### config.mk
export PLATFORM = sky130hd
export DESIGN_NAME = wb_regfile
export DESIGN_NICKNAME = d
export VERILOG_FILES = /design/src/rtl/wb_regfile.sv
export SDC_FILE = /design/constraint.sdc
export NUM_CORES = 2
export LEC_CHECK = 0
export CORE_ASPECT_RATIO = 1.2
export CORE_MARGIN = 5
export CORE_UTILIZATION = 50
export DETAILED_ROUTE_END_ITERATION = 6
export GPL_ROUTABILITY_DRIVEN = 0
export PLACE_DENSITY = 0.7
export SLEW_MARGIN = 5
export SYNTH_ARGS = -nofsm -noshare
export SYNTH_HDL_FRONTEND = slang
export SYNTH_SLANG_ARGS = --single-unit
export TNS_END_PERCENT = 50
### constraint.sdc
create_clock -name cpu_clk -period 4.5 [get_ports cpu_clk]
set_clock_uncertainty 0.15 [all_clocks]
set_input_delay 0.9 -clock cpu_clk [delete_from_list [all_inputs] [get_ports cpu_clk]]
set_output_delay 0.9 -clock cpu_clk [all_outputs]
set_load 0.005 [all_outputs]
### src/rtl/wb_regfile.sv
// Write-back register file: two combinational read ports with write-through bypass,
// a one-cycle-delayed commit record for the trace comparator, and a retired-write counter.
module wb_regfile #(
  parameter int DATA_W = 32,
  parameter int ADDR_W = 5
) (
  input  logic              cpu_clk,
  input  logic              cpu_rst_n,
  input  logic              rf_we,
  input  logic [ADDR_W-1:0] rf_wR,
  input  logic [DATA_W-1:0] rf_wD,
  input  logic [DATA_W-1:0] wb_pc,
  input  logic              wb_valid,
  input  logic [ADDR_W-1:0] rf_rR1,
  input  logic [ADDR_W-1:0] rf_rR2,
  output logic [DATA_W-1:0] rf_rD1,
  output logic [DATA_W-1:0] rf_rD2,
  output logic              debug_wb_have_inst,
  output logic [DATA_W-1:0] debug_wb_pc,
  output logic              debug_wb_ena,
  output logic [ADDR_W-1:0] debug_wb_reg,
  output logic [DATA_W-1:0] debug_wb_value,
  output logic [31:0]       wr_count
);

  localparam int NREG = 1 << ADDR_W;

  // Entry 0 is cleared at reset and never written, so it reads as zero anyway.
  logic [DATA_W-1:0] regs [0:NREG-1];
  logic              commit;
  logic              wr_nonzero;

  assign wr_nonzero = (rf_wR != '0);
  assign commit     = cpu_rst_n && rf_we && wb_valid && wr_nonzero;

  always_comb begin
    rf_rD1 = '0;
    if (rf_rR1 != '0) begin
      if (commit && (rf_rR1 == rf_wR)) rf_rD1 = rf_wD;
      else                             rf_rD1 = regs[rf_rR1];
    end
  end

  always_comb begin
    rf_rD2 = '0;
    if (rf_rR2 != '0) begin
      if (commit && (rf_rR2 == rf_wR)) rf_rD2 = rf_wD;
      else                             rf_rD2 = regs[rf_rR2];
    end
  end

  always_ff @(posedge cpu_clk) begin
    if (!cpu_rst_n) begin
      for (int i = 0; i < NREG; i++) regs[i] <= '0;
      wr_count <= '0;
    end else if (commit) begin
      regs[rf_wR] <= rf_wD;
      wr_count    <= wr_count + 32'd1;
    end
  end

  // Trace record mirrors the sampled inputs even when nothing was written.
  always_ff @(posedge cpu_clk) begin
    if (!cpu_rst_n) begin
      debug_wb_have_inst <= 1'b0;
      debug_wb_pc        <= '0;
      debug_wb_ena       <= 1'b0;
      debug_wb_reg       <= '0;
      debug_wb_value     <= '0;
    end else begin
      debug_wb_have_inst <= wb_valid;
      debug_wb_pc        <= wb_pc;
      debug_wb_ena       <= wb_valid && rf_we && wr_nonzero;
      debug_wb_reg       <= rf_wR;
      debug_wb_value     <= rf_wD;
    end
  end

endmodule

### Word-level counts from Yosys, hierarchy flattened

Memory sizes are Yosys's and may differ from the RTL's.
Cells that the tools add are included.

| storage, ports and cells | value |
|---|---|
| RAM bits | 1024 |
| output and inout port bits | 167 |
| memory bits (read-only) | 0 |
| latch bits | 0 |
| input port bits | 83 |
| memories kept | 1 |
| bits in registers | 103 |
| word-level logic and storage cells | 32 |

| operators by class | value |
|---|---|
| bitwise logic cells | 0 |
| reduce and logical (&&, ||, !) cells | 11 |
| $mul | 0 |
| eq/ne operators | 2 |
| magnitude comparators | 0 |
| muxes and demuxes | 11 |
| add/subtract/negate cells | 1 |
| shift-type cells | 0 |
| div/mod/pow operators | 0 |

Memories:

| memory | depth | width | rd ports | clocked after Yosys merged registers in | write ports | RTL line | text |
|---|---|---|---|---|---|---|---|
| regs | 32 | 32 | 2 | 0 | 32 | 29 | `logic [DATA_W-1:0] regs [0:NREG-1];` |

Operator list:

| cell | count |
|---|---|
| 32-bit two-way mux | 5 |
| 32-bit by 1-bit adder with 32-bit output (second input constant) | 1 |
| 32-bit OR reduction | 1 |
| 5-bit nonzero test | 3 |
| 5-bit == test | 2 |
| 1-bit logical AND | 7 |
| 1-bit two-way mux | 5 |
| 5-bit two-way mux | 1 |

### Longest topological paths before layout

| logic depth | value |
|---|---|
| depth after elaboration | 8 |
| gate-level depth with buffers | 10 |
| mapped depth without buffers | 6 |

### Least setup slack after synthesis

OpenSTA, ideal clock, no wires.

| timing | value |
|---|---|
| kind | in2reg |
| start point | in rf_wR[3] |
| end point | mem regs[6][0] (enable) |
| path slack | -0.314 ns |
| cell stages on the path | 5 |
| setup time | 0.466 ns |
| path buffers | 3 |
| arrival | 4.198 ns |
| required time | 3.884 ns |
| cells stage by stage | clkbuf_1 or3b_2 clkbuf_1 clkbuf_1 o21ai_0 |

RTL lines:

| item | RTL line | text |
|---|---|---|
| from (decl) | 10 | `input logic [ADDR_W-1:0] rf_wR,` |
| to (decl) | 29 |  |

### Worst setup path after layout

| timing | value |
|---|---|
| start point | in rf_rR2[3] |
| end point | out rf_rD2[10] |

| on the way | value |
|---|---|
| longest elaborated chain between the ends | 4 |
| elaborated cells on any way between the ends | 6 |
| those cells by class | eq/ne (1); mux (2); reduce/logical (2); memory (1) |

RTL lines:

| item | RTL line | text |
|---|---|---|
| from (decl) | 15 | `input logic [ADDR_W-1:0] rf_rR2,` |
| parallel branches: the longest is 3 deep, another holds memory 32 x 32 bit | - |  |
| 32-bit two-way mux (*) | 46 | `if (rf_rR2 != '0) begin` |
| to (decl) | 17 | `output logic [DATA_W-1:0] rf_rD2,` |

Mark *: on every way between the ends.

==> results_dict.tcl <==
set metrics [dict create \
    grt_util_met2_pct 51.2 \
    ff_to_ff_path_depth 7 \
    ctsHoldBuffers 0 \
    flip_flop_count_of_the_largest_register_after_layout 1024 \
    io_buffer_count 249 \
    drt-wirelength-per-cell_um 33.4 \
    critPathRequiredTime_ns 3.45 \
    cp_data_arrival_time_ns 3.48 \
    vdd_drop_max_v 0.000322 \
    design.final.nets 4672 \
    dpl_cell_area_sq_um 66600 \
    cts_tree "yes" \
    cts_root_buffer "clkbuf_16" \
    ys_dominant_reg_cell "edfxtp_1" \
    critical-path-top-cell-by-count "buf_4" \
    violations "negative setup slack" \
    cellLeakagePower_nw 25.1 \
    min-delay-start "wr_count[31]$_SDFFE_PN0P_" \
    reg2reg_setup_slack_ns 2.16 \
    grt_start_max_net_pins 61 \
    hold-worst-slack_ns 0.333 \
    synth_compound_area_share_pct 4.74 \
    fmax_mhz 221 \
    hpwl_um 132000 \
    yosys.area_share.xor_xnor_pct 0.445 \
    remaining_max_slew_budget_at_the_tightest_pin_pct 30.5 \
    dominant_combinational_cell_family_by_area_after_synthesis "multiplexers" \
    synth_simple_gate_area_share_pct 14.3 \
    drv_cap 0 \
    critical_path.max_stage_delay_ns 0.54 \
    path_buf_inv 5 \
    grt_setup_unrepaired "true" \
    fin_area_sq_um 70700 \
    final_layout_size_suffix_gt1_share_pct 26.2 \
    power_per_cell_area_nw_per_um2 360 \
    wire_length_of_the_first_global_routing_pass_um 294000 \
    critical-path-top-delay-family "buffers and inverters" \
    synth_enable_flop_cells 1024 \
    floorplan.die.height_um 387 \
    antenna_found_initial 11 \
    syn_area_sq_um 59100 \
    drv_slew 0 \
    use_met3_pct 8.84 \
    totalWireLength_um 208000 \
    synth.most_common_cell "edfxtp_1" \
    hold_path_depth 1 \
    rr_startpoint "wr_count[1]$_SDFFE_PN0P_" \
    detailedRoute.firstPassIterationCount 6 \
    area_delta_synth_final_pct 19.7 \
    synth.distinct_cells 75 \
    worst_setup_hold_path_clk_slew_ns 0.06 \
    crit_path_cell_trace "buf_2, buf_4, nor2_2, buf_4, nand3b_1, buf_4, nand4_1, nand4_1, a2bb2oi_1, clkdlybuf4s50_1" \
    worst_path_max_delay_cell "clkdlybuf4s50_1" \
    antenna_left 0 \
    synthesis.yosys.warnings 0 \
    hold-path-endpoint "wr_count[31]$_SDFFE_PN0P_" \
    post_synth.cell_area_avg_sq_um 14.2 \
    fin_setup_tns_ns -0.0263 \
    async_flop_share_pct 0 \
    final_min_period_over_clock_period_pct 101 \
    yosysSeqAreaShare_pct 55.5 \
    run_status "finished, violations left" \
    coreArea_sq_um 118000 \
    period_needed_ns 4.53 \
    pre_cts_ws_ns -0.496 \
    drt_drc_violations_left 0 \
    cp-end-kind "primary output" \
    first_global_vias 41600 \
    final_critical_path_setup_slack_ns -0.0263 \
    area_of_the_die_sq_um 125000 \
    num_vias 41400 \
    post_synth_main_area_contributors "edfxtp_1 (52%), mux4_2 (17%), and2_1 (11%)" \
    htreeDepth 3 \
    start_util_pct 50.2 \
    overflow 0 \
    clock_insertion_delay_worst_skew_ns 0.75 \
    rr_endpoint "wr_count[28]$_SDFFE_PN0P_" \
    io_pins 250 \
    critPathMaxFanout 10 \
    synth_top_area_share_pct 52.1 \
    grt_most_used_layer "met2" \
    crit_type "in -> out" \
    clk_path_buf_depth 3 \
    finalSetupViolCount 1 \
    share_of_cell_area_taken_by_muxes_after_synthesis_pct 21.3 \
    tritoncts.num_buffers 115 \
    adder_cell_share_of_the_synthesized_area_pct 0.0212 \
    register_with_the_most_flip_flops "regs" \
    met1_demand_to_capacity_share_in_global_routing_pct 42.1 \
    synth_cells 4159 \
    grt_util_all_layers_pct 32.8 \
    crit_path_start_kind "primary input" \
    report.final.hold_viol_count 0 \
    min-delay-path-class "reg -> reg" \
    tightest_slew_ns 1.04 \
    post_drt_via_cell_ratio 6.64 \
    num_rows 138 \
    dieWidth_um 324 \
    clkSinkCount 1127 \
    yosys-top-cells-count "edfxtp_1 (1024), and2_1 (1004), mux4_2 (448), clkbuf_1 (295), mux2i_1 (228)" \
    synth.ff_latch_count 1127 \
    yosys.area.top_type "edfxtp_1" \
    drt_iter0_markers 6050 \
]
[placed cells by master, fill, tap and decap left out, drive strengths merged, types with 70 or more instances in the layout]
cell           instances
nor2                 124
nor3                  70
buf                  476
mux4                 451
clkdlybuf4s50        232
and2                1005
edfxtp              1024
o21ai                 80
nand2                171
clkbuf               148
mux2i                228
dfxtp                103
[how the worst max path moves through the flow]
stage	startpoint	to	slack, ns	cells after the start
4_1_cts	rf_wR[3]	rf_rD1[26]	0.003	11
6_report	rf_rR2[3]	rf_rD2[10]	-0.03	10
3_5_place_dp	rf_wR[1]	rf_rD2[8]	-0.50	10
2_1_floorplan	rf_wR[3]	regs[6][0]$_SDFFCE_PN0P_	-0.31	5
3_3_place_gp	rf_wR[1]	rf_rD2[8]	-0.49	10
5_1_grt	rf_rR2[0]	rf_rD2[10]	-0.03	11
[logic make-up after synthesis]
logic type | Yosys count
AND/OR/NAND/NOR | 1480
flip-flops | 1127
multiplexers | 691
buffers and inverters | 452
AO/OA/AOI/OAI | 377
XOR/XNOR | 30
adder cells (fa/ha/maj) | 1
other | 1
[worst reg2reg max path, cell delays in order (launching register included)]
cell and delay (ns):
dfxtp_1 0.43, ha_1 0.24, nand3_1 0.14, a2111oi_4 0.33
buf_4 0.24, nand4_2 0.21, or3_1 0.39, a21oi_1 0.14
[what timing repair did]
item | CTS | global route
setup endpoints to repair | 49 | 47
pin swaps | 2 | 7
resized for setup | 28 | 24
cloned | 0 | 1
buffers inserted | 0 | 10
[through the flow]
stage	util [%]	std cells	power [mW]
after floorplan	-	4190	14.2
after global placement	56.7	6000	15.8
after detailed placement	56.7	6000	15.9
after CTS	59.9	6213	25.4
after global routing	60.1	6224	26.1
final	60.1	6231	25.4
[where the power goes]
part / internal (mW) / total, mW / leakage [nW] / switching [mW]
clock network: 5.43 / 9.65 / 1.80 / 4.22
logic: 1.66 / 3.58 / 12.7 / 1.92
registers: 11.9 / 12.2 / 10.6 / 0.268
total: 19.0 / 25.4 / 25.1 / 6.41
[metal layers]
metal  vias up  share of wire, %
met4         6               6.2
met2      3296                47
li1      16700                 -
met3       710                13
met1     20700                34
met5         -             0.019
[layout make-up]
type,count,area (sq um)
clock inverters,66,619
repair buffers,716,7190
well taps,1540,1930
diodes,7,17.5
clock buffers,147,3100
fillers,8849,46900
flip-flops and latches,1127,32800
inverters,17,70.1
multi-input cells,2611,25000
(Power assumes the default switching activity.)
